--- config.mk ---
export PLATFORM = sky130hd
export DESIGN_NAME = j11bus2_flat
export DESIGN_NICKNAME = d
export VERILOG_FILES = /design/src/rtl/j11bus2_pkg.sv /design/src/rtl/j11bus2_if.sv /design/src/rtl/j11bus2_irqarb.sv /design/src/rtl/j11bus2.sv /design/src/flat_wrapper.sv
export SDC_FILE = /design/constraint.sdc
export NUM_CORES = 1
export LEC_CHECK = 0
export CELL_PAD_IN_SITES_DETAIL_PLACEMENT = 0
export CELL_PAD_IN_SITES_GLOBAL_PLACEMENT = 1
export CORE_MARGIN = 2
export CORE_UTILIZATION = 19
export DETAILED_ROUTE_END_ITERATION = 12
export GPL_ROUTABILITY_DRIVEN = 0
export PLACE_DENSITY_LB_ADDON = 0.1
export SETUP_SLACK_MARGIN = 0.1
export SLEW_MARGIN = 10
export SYNTH_ARGS = -nofsm -noshare
export SYNTH_HDL_FRONTEND = slang
export SYNTH_SLANG_ARGS = --single-unit
--- constraint.sdc ---
create_clock -name clk -period 1.4 [get_ports clk]
set_input_delay 0.28 -clock clk [delete_from_list [all_inputs] [get_ports clk]]
set_output_delay 0.28 -clock clk [all_outputs]
set_load 0.02 [all_outputs]
--- src/rtl/j11bus2_pkg.sv ---
`default_nettype none
// +------------------------------------------------------------------------+
// | Package    : j11bus_pkg                                                |
// | Purpose    : Shared types and constants for the J11 bus controller:    |
// |              controller state encoding, general-purpose (GP) register  |
// |              addresses and the power-up status word.                   |
// | Ports      : none (package)                                            |
// | Revision   : 1.0  initial release                                      |
// +------------------------------------------------------------------------+
package j11bus_pkg;

  // Controller states. DONE is the one-cycle acknowledge slot that follows
  // every accepted cycle before the controller listens to busreq again.
  typedef enum logic [1:0] {
    ST_IDLE = 2'd0,
    ST_MEM  = 2'd1,
    ST_DONE = 2'd2
  } state_t;

  // GP cycle addresses (low byte of busaddr)
  localparam logic [7:0]  c_GPA_PWRUP  = 8'o0;    // power-up word read
  localparam logic [7:0]  c_GPA_RSTSET = 8'o14;   // write: assert busrst
  localparam logic [7:0]  c_GPA_RSTCLR = 8'o214;  // write: release busrst

  localparam logic [15:0] c_PWRUP_WORD = 16'o0005;

  // Read data returned for a GP cycle: only a read of the power-up
  // address returns something other than zero.
  function automatic logic [15:0] gp_rdata(input logic wr, input logic [7:0] addr);
    return (!wr && (addr == c_GPA_PWRUP)) ? c_PWRUP_WORD : 16'h0000;
  endfunction

endpackage
`default_nettype wire

--- src/rtl/j11bus2_if.sv ---
`default_nettype none
// +------------------------------------------------------------------------+
// | Interface  : j11bus2_if                                                |
// | Purpose    : Bundles the J11 CPU-side cycle signals and the memory     |
// |              side request/completion signals of the bus controller.    |
// | Modports   : slave  - the controller (j11bus2)                         |
// |              master - the environment (CPU + memory)                   |
// | Signals    : busreq/buswr/busgp/busirq/busaddr/buswdata  CPU cycle     |
// |              busack/buserr/busrdata/busrst              CPU response   |
// |              memreq/memwr/memaddr/memwdata              memory request |
// |              memack/memerr/memrdata                     memory reply   |
// | Revision   : 1.0  initial release                                      |
// +------------------------------------------------------------------------+
interface j11bus2_if;

  logic        busreq;
  logic        buswr;
  logic        busgp;
  logic        busirq;
  logic [21:0] busaddr;
  logic [15:0] buswdata;
  logic        busack;
  logic        buserr;
  logic [15:0] busrdata;
  logic        busrst;

  logic        memreq;
  logic        memwr;
  logic [21:0] memaddr;
  logic [15:0] memwdata;
  logic        memack;
  logic        memerr;
  logic [15:0] memrdata;

  modport slave (
    input  busreq, buswr, busgp, busirq, busaddr, buswdata,
    output busack, buserr, busrdata, busrst,
    output memreq, memwr, memaddr, memwdata,
    input  memack, memerr, memrdata
  );

  modport master (
    output busreq, buswr, busgp, busirq, busaddr, buswdata,
    input  busack, buserr, busrdata, busrst,
    input  memreq, memwr, memaddr, memwdata,
    output memack, memerr, memrdata
  );

endinterface
`default_nettype wire

--- src/rtl/j11bus2_irqarb.sv ---
`default_nettype none
// +------------------------------------------------------------------------+
// | Module     : j11irqarb                                                 |
// | Purpose    : Interrupt arbitration. Masks the pending channels by the  |
// |              requested level set and picks the lowest-index survivor.  |
// |              Also produces the per-level OR of pending channels.       |
// | Parameters : NIRQ   number of channels (1..16)                         |
// |              IRQLVL packed NIRQ x 2-bit level per channel              |
// | Ports      : i_pending [NIRQ] pending flags                            |
// |              i_lvlsel  [4]    one-hot level being acknowledged         |
// |              o_idx     [4]    winning channel index                    |
// |              o_valid          a winner exists                          |
// |              o_lvl_any [4]    OR of pending channels per level         |
// | Revision   : 1.0  initial release                                      |
// +------------------------------------------------------------------------+
module j11irqarb #(
  parameter int                NIRQ   = 4,
  parameter logic [2*NIRQ-1:0] IRQLVL = {2'd1, 2'd0, 2'd0, 2'd0}
) (
  input  wire logic [NIRQ-1:0] i_pending,
  input  wire logic [3:0]      i_lvlsel,
  output logic      [3:0]      o_idx,
  output logic                 o_valid,
  output logic      [3:0]      o_lvl_any
);

  logic [1:0]      w_lvl [NIRQ];
  logic [NIRQ-1:0] w_elig;

  for (genvar gi = 0; gi < NIRQ; gi++) begin : g_chan
    assign w_lvl[gi]  = IRQLVL[2*gi +: 2];
    assign w_elig[gi] = i_pending[gi] & i_lvlsel[w_lvl[gi]];
  end

  // Scan from the top down so the lowest eligible index is the last writer.
  always_comb begin
    o_valid = 1'b0;
    o_idx   = 4'd0;
    for (int i = NIRQ - 1; i >= 0; i--) begin
      if (w_elig[i]) begin
        o_valid = 1'b1;
        o_idx   = i[3:0];
      end
    end
  end

  always_comb begin
    o_lvl_any = 4'b0000;
    for (int i = 0; i < NIRQ; i++) begin
      if (i_pending[i]) begin
        o_lvl_any[w_lvl[i]] = 1'b1;
      end
    end
  end

endmodule
`default_nettype wire

--- src/rtl/j11bus2.sv ---
`default_nettype none
// +------------------------------------------------------------------------+
// | Module     : j11bus2                                                   |
// | Purpose    : J11 bus controller. Serves GP register cycles, interrupt  |
// |              acknowledge cycles and forwards all other cycles to       |
// |              memory. Latches interrupt pulses and drives the four      |
// |              J11 interrupt request levels.                             |
// | Options    : J11BUS_TIMEOUT_EN - when defined, a memory cycle with no  |
// |              memack for TMO clocks completes with buserr.              |
// | Parameters : NIRQ (1..16), IRQVEC, IRQLVL, TMO (1..65535)              |
// | Ports      : clk      rising-edge clock                                |
// |              rstn     asynchronous active-low reset                    |
// |              bus      j11bus2_if.slave, CPU and memory signals         |
// |              irq      [NIRQ] one-clock interrupt pulses                |
// |              j11irq   [4]    registered request levels                 |
// |              pending  [NIRQ] latched pending flags                     |
// | Revision   : 1.0  initial release                                      |
// +------------------------------------------------------------------------+
module j11bus2
  import j11bus_pkg::*;
#(
  parameter int                 NIRQ   = 4,
  parameter logic [16*NIRQ-1:0] IRQVEC = {16'o160, 16'o70, 16'o64, 16'o60},
  parameter logic [2*NIRQ-1:0]  IRQLVL = {2'd1, 2'd0, 2'd0, 2'd0},
  parameter int                 TMO    = 255
) (
  input  wire logic            clk,
  input  wire logic            rstn,
  j11bus2_if.slave             bus,
  input  wire logic [NIRQ-1:0] irq,
  output logic      [3:0]      j11irq,
  output logic      [NIRQ-1:0] pending
);

  state_t          r_state;
  logic            r_busack;
  logic            r_buserr;
  logic [15:0]     r_busrdata;
  logic            r_busrst;
  logic            r_memreq;
  logic [NIRQ-1:0] r_pending;
  logic [3:0]      r_j11irq;

  logic [3:0]      w_arb_idx;
  logic            w_arb_valid;
  logic [3:0]      w_lvl_any;
  logic [15:0]     w_irq_vec;
  logic [NIRQ-1:0] w_irq_clr;
  logic            w_iack_take;

  // ---------------------------------------------------------------------
  // Interrupt arbitration
  // ---------------------------------------------------------------------
  j11irqarb #(
    .NIRQ   (NIRQ),
    .IRQLVL (IRQLVL)
  ) u_arb (
    .i_pending (r_pending),
    .i_lvlsel  (bus.busaddr[3:0]),
    .o_idx     (w_arb_idx),
    .o_valid   (w_arb_valid),
    .o_lvl_any (w_lvl_any)
  );

  // An acknowledge that finds a winner clears exactly that channel.
  assign w_iack_take = (r_state == ST_IDLE) && bus.busreq && !bus.busgp &&
                       bus.busirq && w_arb_valid;

  always_comb begin
    w_irq_vec = 16'h0000;
    w_irq_clr = '0;
    for (int i = 0; i < NIRQ; i++) begin
      if (w_arb_idx == i[3:0]) begin
        w_irq_vec    = IRQVEC[16*i +: 16];
        w_irq_clr[i] = w_iack_take;
      end
    end
  end

  // Set has priority over clear for a channel pulsing during its own ack.
  always_ff @(posedge clk or negedge rstn) begin
    if (!rstn) begin
      r_pending <= '0;
      r_j11irq  <= 4'b0000;
    end else begin
      r_pending <= (r_pending & ~w_irq_clr) | irq;
      r_j11irq  <= w_lvl_any;
    end
  end

  // ---------------------------------------------------------------------
  // Memory timeout counter
  // ---------------------------------------------------------------------
`ifdef J11BUS_TIMEOUT_EN
  localparam logic [15:0] c_TMO_LAST = 16'(TMO - 1);

  logic [15:0] r_tmo;
  logic        w_tmo_hit;

  // Counter holds the number of MEM cycles already spent; the cycle that
  // would bring it to TMO is the timeout, unless memack arrives then.
  assign w_tmo_hit = (r_state == ST_MEM) && !bus.memack && (r_tmo == c_TMO_LAST);

  always_ff @(posedge clk or negedge rstn) begin
    if (!rstn) begin
      r_tmo <= 16'd0;
    end else if ((r_state == ST_MEM) && !bus.memack && !w_tmo_hit) begin
      r_tmo <= r_tmo + 16'd1;
    end else begin
      r_tmo <= 16'd0;
    end
  end
`endif

  // ---------------------------------------------------------------------
  // Controller
  // ---------------------------------------------------------------------
  always_ff @(posedge clk or negedge rstn) begin
    if (!rstn) begin
      r_state    <= ST_IDLE;
      r_busack   <= 1'b0;
      r_buserr   <= 1'b0;
      r_busrdata <= 16'h0000;
      r_busrst   <= 1'b1;
      r_memreq   <= 1'b0;
    end else begin
      // ack, err and memreq are single-cycle pulses by default
      r_busack <= 1'b0;
      r_buserr <= 1'b0;
      r_memreq <= 1'b0;

      case (r_state)
        ST_IDLE: begin
          if (bus.busreq) begin
            if (bus.busgp) begin
              r_busrdata <= gp_rdata(bus.buswr, bus.busaddr[7:0]);
              if (bus.buswr && (bus.busaddr[7:0] == c_GPA_RSTSET)) begin
                r_busrst <= 1'b1;
              end else if (bus.buswr && (bus.busaddr[7:0] == c_GPA_RSTCLR)) begin
                r_busrst <= 1'b0;
              end
              r_busack <= 1'b1;
              r_state  <= ST_DONE;
            end else if (bus.busirq) begin
              // No pending channel at this level still acks, with a zero vector
              r_busrdata <= w_arb_valid ? w_irq_vec : 16'h0000;
              r_busack   <= 1'b1;
              r_state    <= ST_DONE;
            end else begin
              r_memreq <= 1'b1;
              r_state  <= ST_MEM;
            end
          end
        end

        ST_MEM: begin
          if (bus.memack) begin
            r_busack   <= 1'b1;
            r_buserr   <= bus.memerr;
            r_busrdata <= bus.memrdata;
            r_state    <= ST_DONE;
          end
`ifdef J11BUS_TIMEOUT_EN
          else if (w_tmo_hit) begin
            r_busack   <= 1'b1;
            r_buserr   <= 1'b1;
            r_busrdata <= 16'h0000;
            r_state    <= ST_DONE;
          end
`endif
        end

        // memack seen here (late or stray) is deliberately not examined
        ST_DONE: r_state <= ST_IDLE;

        default: r_state <= ST_IDLE;
      endcase
    end
  end

  // ---------------------------------------------------------------------
  // Outputs
  // ---------------------------------------------------------------------
  assign bus.busack   = r_busack;
  assign bus.buserr   = r_buserr;
  assign bus.busrdata = r_busrdata;
  assign bus.busrst   = r_busrst;
  assign bus.memreq   = r_memreq;

  // Memory qualifiers pass straight through from the CPU side
  assign bus.memwr    = bus.buswr;
  assign bus.memaddr  = bus.busaddr;
  assign bus.memwdata = bus.buswdata;

  assign pending = r_pending;
  assign j11irq  = r_j11irq;

endmodule
`default_nettype wire

--- src/flat_wrapper.sv ---
// flat-port wrapper written by rule: the top's interface ports become plain ports
module j11bus2_flat import j11bus_pkg::*;
#(
  parameter int                 NIRQ   = 4,
  parameter logic [16*NIRQ-1:0] IRQVEC = {16'o160, 16'o70, 16'o64, 16'o60},
  parameter logic [2*NIRQ-1:0]  IRQLVL = {2'd1, 2'd0, 2'd0, 2'd0},
  parameter int                 TMO    = 255
)
  (clk, rstn, irq, j11irq, pending, bus_busreq, bus_buswr, bus_busgp, bus_busirq, bus_busaddr, bus_buswdata, bus_busack, bus_buserr, bus_busrdata, bus_busrst, bus_memreq, bus_memwr, bus_memaddr, bus_memwdata, bus_memack, bus_memerr, bus_memrdata);
  j11bus2_if bus_i ();
  input  wire logic clk;
  input  wire logic rstn;
  input  wire logic [NIRQ-1:0] irq;
  output logic      [3:0] j11irq;
  output logic      [NIRQ-1:0] pending;
  input wire logic [$bits(bus_i.busreq)-1:0] bus_busreq;
  input wire logic [$bits(bus_i.buswr)-1:0] bus_buswr;
  input wire logic [$bits(bus_i.busgp)-1:0] bus_busgp;
  input wire logic [$bits(bus_i.busirq)-1:0] bus_busirq;
  input wire logic [$bits(bus_i.busaddr)-1:0] bus_busaddr;
  input wire logic [$bits(bus_i.buswdata)-1:0] bus_buswdata;
  output wire logic [$bits(bus_i.busack)-1:0] bus_busack;
  output wire logic [$bits(bus_i.buserr)-1:0] bus_buserr;
  output wire logic [$bits(bus_i.busrdata)-1:0] bus_busrdata;
  output wire logic [$bits(bus_i.busrst)-1:0] bus_busrst;
  output wire logic [$bits(bus_i.memreq)-1:0] bus_memreq;
  output wire logic [$bits(bus_i.memwr)-1:0] bus_memwr;
  output wire logic [$bits(bus_i.memaddr)-1:0] bus_memaddr;
  output wire logic [$bits(bus_i.memwdata)-1:0] bus_memwdata;
  input wire logic [$bits(bus_i.memack)-1:0] bus_memack;
  input wire logic [$bits(bus_i.memerr)-1:0] bus_memerr;
  input wire logic [$bits(bus_i.memrdata)-1:0] bus_memrdata;
  assign bus_i.busreq = bus_busreq;
  assign bus_i.buswr = bus_buswr;
  assign bus_i.busgp = bus_busgp;
  assign bus_i.busirq = bus_busirq;
  assign bus_i.busaddr = bus_busaddr;
  assign bus_i.buswdata = bus_buswdata;
  assign bus_busack = bus_i.busack;
  assign bus_buserr = bus_i.buserr;
  assign bus_busrdata = bus_i.busrdata;
  assign bus_busrst = bus_i.busrst;
  assign bus_memreq = bus_i.memreq;
  assign bus_memwr = bus_i.memwr;
  assign bus_memaddr = bus_i.memaddr;
  assign bus_memwdata = bus_i.memwdata;
  assign bus_i.memack = bus_memack;
  assign bus_i.memerr = bus_memerr;
  assign bus_i.memrdata = bus_memrdata;
  j11bus2 #(.NIRQ(NIRQ), .IRQVEC(IRQVEC), .IRQLVL(IRQLVL), .TMO(TMO)) u_core (.clk(clk), .rstn(rstn), .bus(bus_i), .irq(irq), .j11irq(j11irq), .pending(pending));
endmodule
==> results of run 1 <==
==> flip-flops by register name, summed over array words and instances, names as in the netlist <==
| signal | cells |
|---|---|
| u_core.pending | 4 |
| u_core.bus.busrdata | 16 |
| u_core.bus.busack | 1 |
| u_core.bus.buserr | 1 |
| u_core.bus.busrst | 1 |
| u_core.bus.memreq | 1 |
| u_core.j11irq | 2 |
| u_core.r_state | 2 |
==> kinds of logic after synthesis <==
family	share of synthesized area (%)
buffers and inverters	23.34
AND/OR/NAND/NOR	13.43
flip-flops	47.10
AO/OA/AOI/OAI	11.33
multiplexers	4.534
other	0.2516
==> synthesized netlist by cell type, types with 2 or more instances <==
library cell | count | area (sq um)
nor3b_1 | 2 | 15.01
a22o_1 | 10 | 87.58
o21ai_0 | 5 | 25.02
nand2b_1 | 4 | 25.02
buf_2 | 2 | 10.01
a21o_1 | 3 | 22.52
buf_4 | 42 | 315.3
dfrtp_1 | 27 | 675.7
nand4_1 | 3 | 18.77
inv_1 | 2 | 7.510
nor2b_1 | 2 | 12.51
nor2_1 | 3 | 11.26
nand2_1 | 12 | 45.04
mux2_2 | 5 | 56.30
and3_1 | 2 | 12.51
nand3_1 | 3 | 15.01
==> report_power, final <==
| group | internal [mW] | total, mW | switching [mW] |
|---|---|---|---|
| clock | 0.383 | 0.664 | 0.280 |
| combinational | 0.362 | 0.668 | 0.306 |
| sequential | 0.886 | 0.934 | 0.0481 |
| total | 1.63 | 2.27 | 0.634 |
==> repair_timing <==
item	CTS	global route
setup endpoints to repair	54	41
gates resized for setup	108	31
pin swaps	6	18
buffers inserted	4	2
cloned	2	1
==> through the flow <==
stage	total power, mW	cell area, sq um	hold slack, ns
6_report	2.266	2352	0.3565
3_5_place_dp	1.592	2160	0.4497
5_1_grt	2.388	2352	0.3672
4_1_cts	2.295	2296	0.3647
3_3_place_gp	1.591	2160	0.4355
2_1_floorplan	1.342	1496	-0.01559
==> final timing paths <==
path,from,end,cells after the start
max in group asynchronous,rstn,u_core.bus.busrst,2
setup reg to reg,u_core.pending[0],u_core.bus.busrdata[6],4
setup / recovery,u_core.pending[0],u_core.bus.busrdata[6],4
hold / removal,rstn,u_core.bus.busrdata[0],2
hold reg to reg,u_core.pending[3],u_core.j11irq[1],0
min in group clk,bus_memack,u_core.r_state[0],2
==> layout make-up <==
| type | count | area [sq um] | share of cell area (%) |
|---|---|---|---|
| clock inverters | 1 | 30.03 | 1.277 |
| repair buffers | 98 | 914.6 | 38.88 |
| well taps | 102 | 127.6 | 5.426 |
| inverters | 2 | 7.507 | 0.3191 |
| flip-flops and latches | 28 | 704.4 | 29.95 |
| clock buffers | 3 | 41.29 | 1.755 |
| multi-input cells | 67 | 526.8 | 22.39 |
==> per-layer routing <==
metal	track usage [%]	routed length [um]
met4	1.244	10
met5	0	0
met1	12.79	1828
met3	3.417	344
met2	16.97	2109
==> worst max-delay path: stages, from the launching register on <==
cell	delay (ns)
dfrtp_1	0.42
o31ai_4	0.27
or3b_4	0.42
o21ai_2	0.12
mux2_1	0.13
==> summary.md, run 1 <==
| Metric | Value |
|---|---|
| Status | `finished, violations left` |
| Violated checks | `negative setup slack` |
| Setup TNS | `-0.02749 ns` |
| Drt pass-1 iters | `4` |
| First-pass GRT wire length | `~6.8 mm` |
| Synthesized area | `between 1000 and 1500 sq um` |
| Min-Delay Path Class | `input port to async pin` |
| Drt first-iter violations | `27` |
| ANT cells | `0` |
| Core area | `roughly 7600 sq um` |
| Max-slew violations | `0` |
| Max Fanout on Critical Path | `2` |
| Unique masters post-synth | `31` |
| Unrepaired setup endpoints after global routing | `true` |
| Vias per cell | `about 4.0` |
| Residual DRC | `0` |
| FF+latch count, synth | `28` |
| # fillers | `roughly 800` |
| Post-synth top flop | `dfrtp_1` |
| Die area | `approximately 8600 sq um` |
| P_leak | `roughly 1.1 nW` |
| Power Density | `approximately 960 nW/um^2` |
| Root Driver | `clkbuf_8` |
| R2R Setup Slk | `-0.02 ns` |
| Cell count after placement | `roughly 290` |
| Layout Cells excl Fill | `about 300` |
| CTS clk-pin slew, worst paths | `0.11 ns` |
| Initial antenna violation count | `0` |
| Sequential element share of the synthesized area | `~47%` |
| Layout Utilization | `between 30 and 40%` |
| DR WL/cell | `~14 um` |
| CP startpoint kind | `flip-flop` |
| Vias | `approximately 1,200` |
| Gr usage total | `10.05%` |
| Period minus WS final | `1.416 ns` |
| Async set-reset flop share out of synthesis | `100.0%` |
| IO Pins | `~130` |
| Die Wd | `92.56 um` |
| CTS tree | `yes` |
| CP Data Arrival Time | `~1.6 ns` |
| H-tree levels | `1` |
| Layout Skew | `around 0.0084 ns` |
| Post-cts hold buffer count | `0` |
| Max-cap violations | `0` |
| Starting density of the core | `19.49%` |
| Final setup vio count | `2` |
| Most frequent cells in the layout | `clkdlybuf4s50_1 (26), dfrtp_1 (25), buf_4 (21)` |
| Post-Syn Instances | `about 140` |
| Post-DP HPWL | `between 3 and 4 mm` |
| Vias in the first global route | `between 1,000 and 1,500` |
| Die Y | `92.56 um` |
| Share of cells above drive strength 1 | `between 30% and 40%` |
| Synth warn | `0` |
| Critical Path RT | `~1.6 ns` |
| Crit. End Element | `flip-flop` |
| Number of I/O port buffers | `70` |
| Pre-CTS setup slack | `-0.4159 ns` |
| Nets@finish | `266` |
| Critical Setup Path Class | `flip-flop to flip-flop` |
| Worst-Skew Late Latency | `roughly 0.28 ns` |
| GRT Residual Overflow | `0` |
| Cell Rows | `32` |
| Avg Synthesized Cell Area | `approximately 10 sq um` |
| Commonest non-fill, non-tap cell in the layout | `clkdlybuf4s50_1` |
| CTS Sinks | `28` |
| Post-route clock period utilization | `101.2%` |
| Routed WL | `roughly 4.3 mm` |
| Final worst slack | `-0.01624 ns` |
| Synth-to-Final Area Change | `57.85%` |
| Final Hold Fails | `0` |
| Maximum vdd ir drop | `519.4 uV` |
| Clock Tree Buf Depth | `2` |
| Fmax achieved | `a little over 700 MHz` |
| Routed Antenna Nets | `0` |
| CTS Buf Count | `3` |
| Number of synthesized flops with an enable pin | `0` |
| Largest net degree at the start of global routing | `29` |
Power figures use the tool's default switching activity.
==> run 2: changes to the inputs <==
--- a/constraint.sdc
+++ b/constraint.sdc
@@ -3,2 +3,2 @@
 set_output_delay 0.28 -clock clk [all_outputs]
-set_load 0.02 [all_outputs]
+set_load 0.005 [all_outputs]
==> summary.md, run 2 (synthesis gave the netlist of run 1 again) <==
| Metric | Value |
|---|---|
| Status | `finished, violations left` |
| Violated checks | `negative setup slack` |
| DR WL/cell | `between 10 and 15 um` |
| H-tree levels | `1` |
| Die Y | `roughly 90 um` |
| Critical Setup Path Class | `flip-flop to flip-flop` |
| # fillers | `797` |
| CP Data Arrival Time | `around 1.7 ns` |
| Starting density of the core | `between 10% and 20%` |
| Period minus WS final | `around 1.5 ns` |
| Clock power share | `30.7%` |
| CP startpoint kind | `flip-flop` |
| R2r endpoint | `u_core.bus.busrdata[6]` |
| Worst-Skew Late Latency | `about 0.28 ns` |
| Number of I/O port buffers | `70` |
| Min-Delay Path Class | `input port to async pin` |
| Cell count after placement | `~290` |
| Final Hold Fails | `0` |
| Unrepaired setup endpoints after global routing | `true` |
| Hold_ws | `approximately 0.34 ns` |
| Placed Area | `approximately 2100 sq um` |
| Die Wd | `between 90 and 100 um` |
| Most frequent cells in the layout | `clkdlybuf4s50_1 (30), dlygate4sd2_1 (30), dfrtp_1 (26)` |
| CTS Buf Count | `3` |
| GRT Residual Overflow | `0` |
| Vias in the first global route | `1,286` |
| Final worst slack | `-0.1177 ns` |
| First-pass GRT wire length | `between 6 and 7 mm` |
| Seq pwr share | `between 40% and 50%` |
| Worst r2r src | `u_core.pending[1]` |
| Pre-CTS setup slack | `-0.4413 ns` |
| Residual DRC | `0` |
| ANT cells | `0` |
| Synth-to-Final Area Change | `61.04%` |
| Reg2Reg Depth | `5` |
| Max-cap violations | `0` |
| IO Pins | `133` |
| Initial antenna violation count | `0` |
| CTS clk-pin slew, worst paths | `approximately 0.1 ns` |
| Post-DP HPWL | `3.094 mm` |
| Core area | `~7600 sq um` |
| Routed WL | `about 4.3 mm` |
| Layout Skew | `0.003293 ns` |
| Final setup vio count | `4` |
| Setup TNS | `-0.3675 ns` |
| Power Density | `~900 nW/um^2` |
| Die area | `between 8000 and 9000 sq um` |
| Gr usage total | `10.30%` |
| Maximum vdd ir drop | `between 300 and 400 uV` |
| CTS Sinks | `28` |
| Sw Share | `roughly 25%` |
| Routed Antenna Nets | `0` |
| Drt first-iter violations | `22` |
| Crit. End Element | `flip-flop` |
| Layout Utilization | `a little under a third` |
| Internal power | `approximately 1.6 mW` |
| P_leak | `1.138 nW` |
| CTS tree | `yes` |
| Cell area after layout | `2400 sq um` |
| Logic pwr share | `between 20% and 30%` |
| Max-slew violations | `0` |
| Root Driver | `clkbuf_8` |
| Max FFs per register | `16` |
| Nets@finish | `271` |
| Total power | `between 2 and 2.5 mW` |
| R2R Setup Slk | `-0.12 ns` |
| Largest net degree at the start of global routing | `29` |
| Drt pass-1 iters | `4` |
| Vias | `about 1,200` |
| Max Fanout on Critical Path | `2` |
| Fmax achieved | `around 660 MHz` |
| Vias per cell | `approximately 4` |
| Cell Rows | `32` |
| Sw power | `525.9 uW` |
| Share of cells above drive strength 1 | `33.33%` |
| Critical Path RT | `about 1.6 ns` |
| Layout Cells excl Fill | `about 300` |
| Clock Tree Buf Depth | `2` |
| Post-route clock period utilization | `108.4%` |
[run 2: cell count changes in the layout (fill, tap and decap cells not counted), moves of 2 or more]
cell	before	now
clkdlybuf4s50_1	26	30
buf_6	7	12
clkdlybuf4s15_1	10	3
buf_16	2	0
clkbuf_2	5	2
dlymetal6s2s_1	2	0
buf_2	9	4
o21ai_1	3	1
dlygate4sd2_1	14	30
[run 2: power groups by stage]
stage	combinational (mW)	sequential, mW	clock [mW]
detailed placement	0.532	0.948	0
global placement	0.529	0.952	0
CTS	0.588	0.934	0.691
floorplan	0.234	0.948	0
finish	0.553	0.933	0.658
global route	0.602	0.947	0.725
[run 2: layout make-up]
type / instances / area [sq um] / share of cell area [%]
inverters: 2 / 7.507 / 0.3128
repair buffers: 102 / 928.4 / 38.69
well taps: 102 / 127.6 / 5.318
clock buffers: 3 / 41.29 / 1.721
clock inverters: 1 / 30.03 / 1.251
flip-flops and latches: 28 / 703.2 / 29.30
multi-input cells: 68 / 561.8 / 23.41
[run 2: routing by layer]
| layer | GRT usage [%] | routed length, um | vias to the layer above |
|---|---|---|---|
| li1 | - | - | 566 |
| met1 | 13.17 | 1893 | 578 |
| met2 | 17.09 | 2047 | 58 |
| met3 | 3.743 | 340 | 8 |
| met4 | 1.368 | 25 | 0 |
| met5 | 0 | 0 | - |
[run 2: timing repair]
item / in CTS / in global routing
cloned: 3 / 0
gates resized for setup: 83 / 27
hold buffers: 0 / 0
pin swaps: 16 / 12
endpoints found under the setup margin: 55 / 31
buffers inserted: 14 / 4
endpoints found under the hold margin: 0 / 0
[run 2: worst max-delay path: stages, from the launching register on]
cell     delay (ns)
dfrtp_1        0.41
buf_6          0.13
o31ai_4        0.25
or3b_4         0.43
o21ai_2        0.12
mux2_1         0.13
[run 2: worst max path at each step]
stage / startpoint / end / slack (ns) / cells past startpoint
3_3_place_gp: bus_busgp / u_core.bus.busrdata[2] / -0.49 / 7
5_1_grt: u_core.pending[1] / u_core.bus.busrdata[5] / -0.17 / 6
2_1_floorplan: u_core.pending[0] / u_core.pending[3] / 0.06 / 4
4_1_cts: u_core.pending[1] / u_core.pending[3] / -0.11 / 5
3_5_place_dp: bus_busgp / u_core.bus.busrdata[2] / -0.44 / 7
6_report: u_core.pending[1] / u_core.bus.busrdata[6] / -0.12 / 5
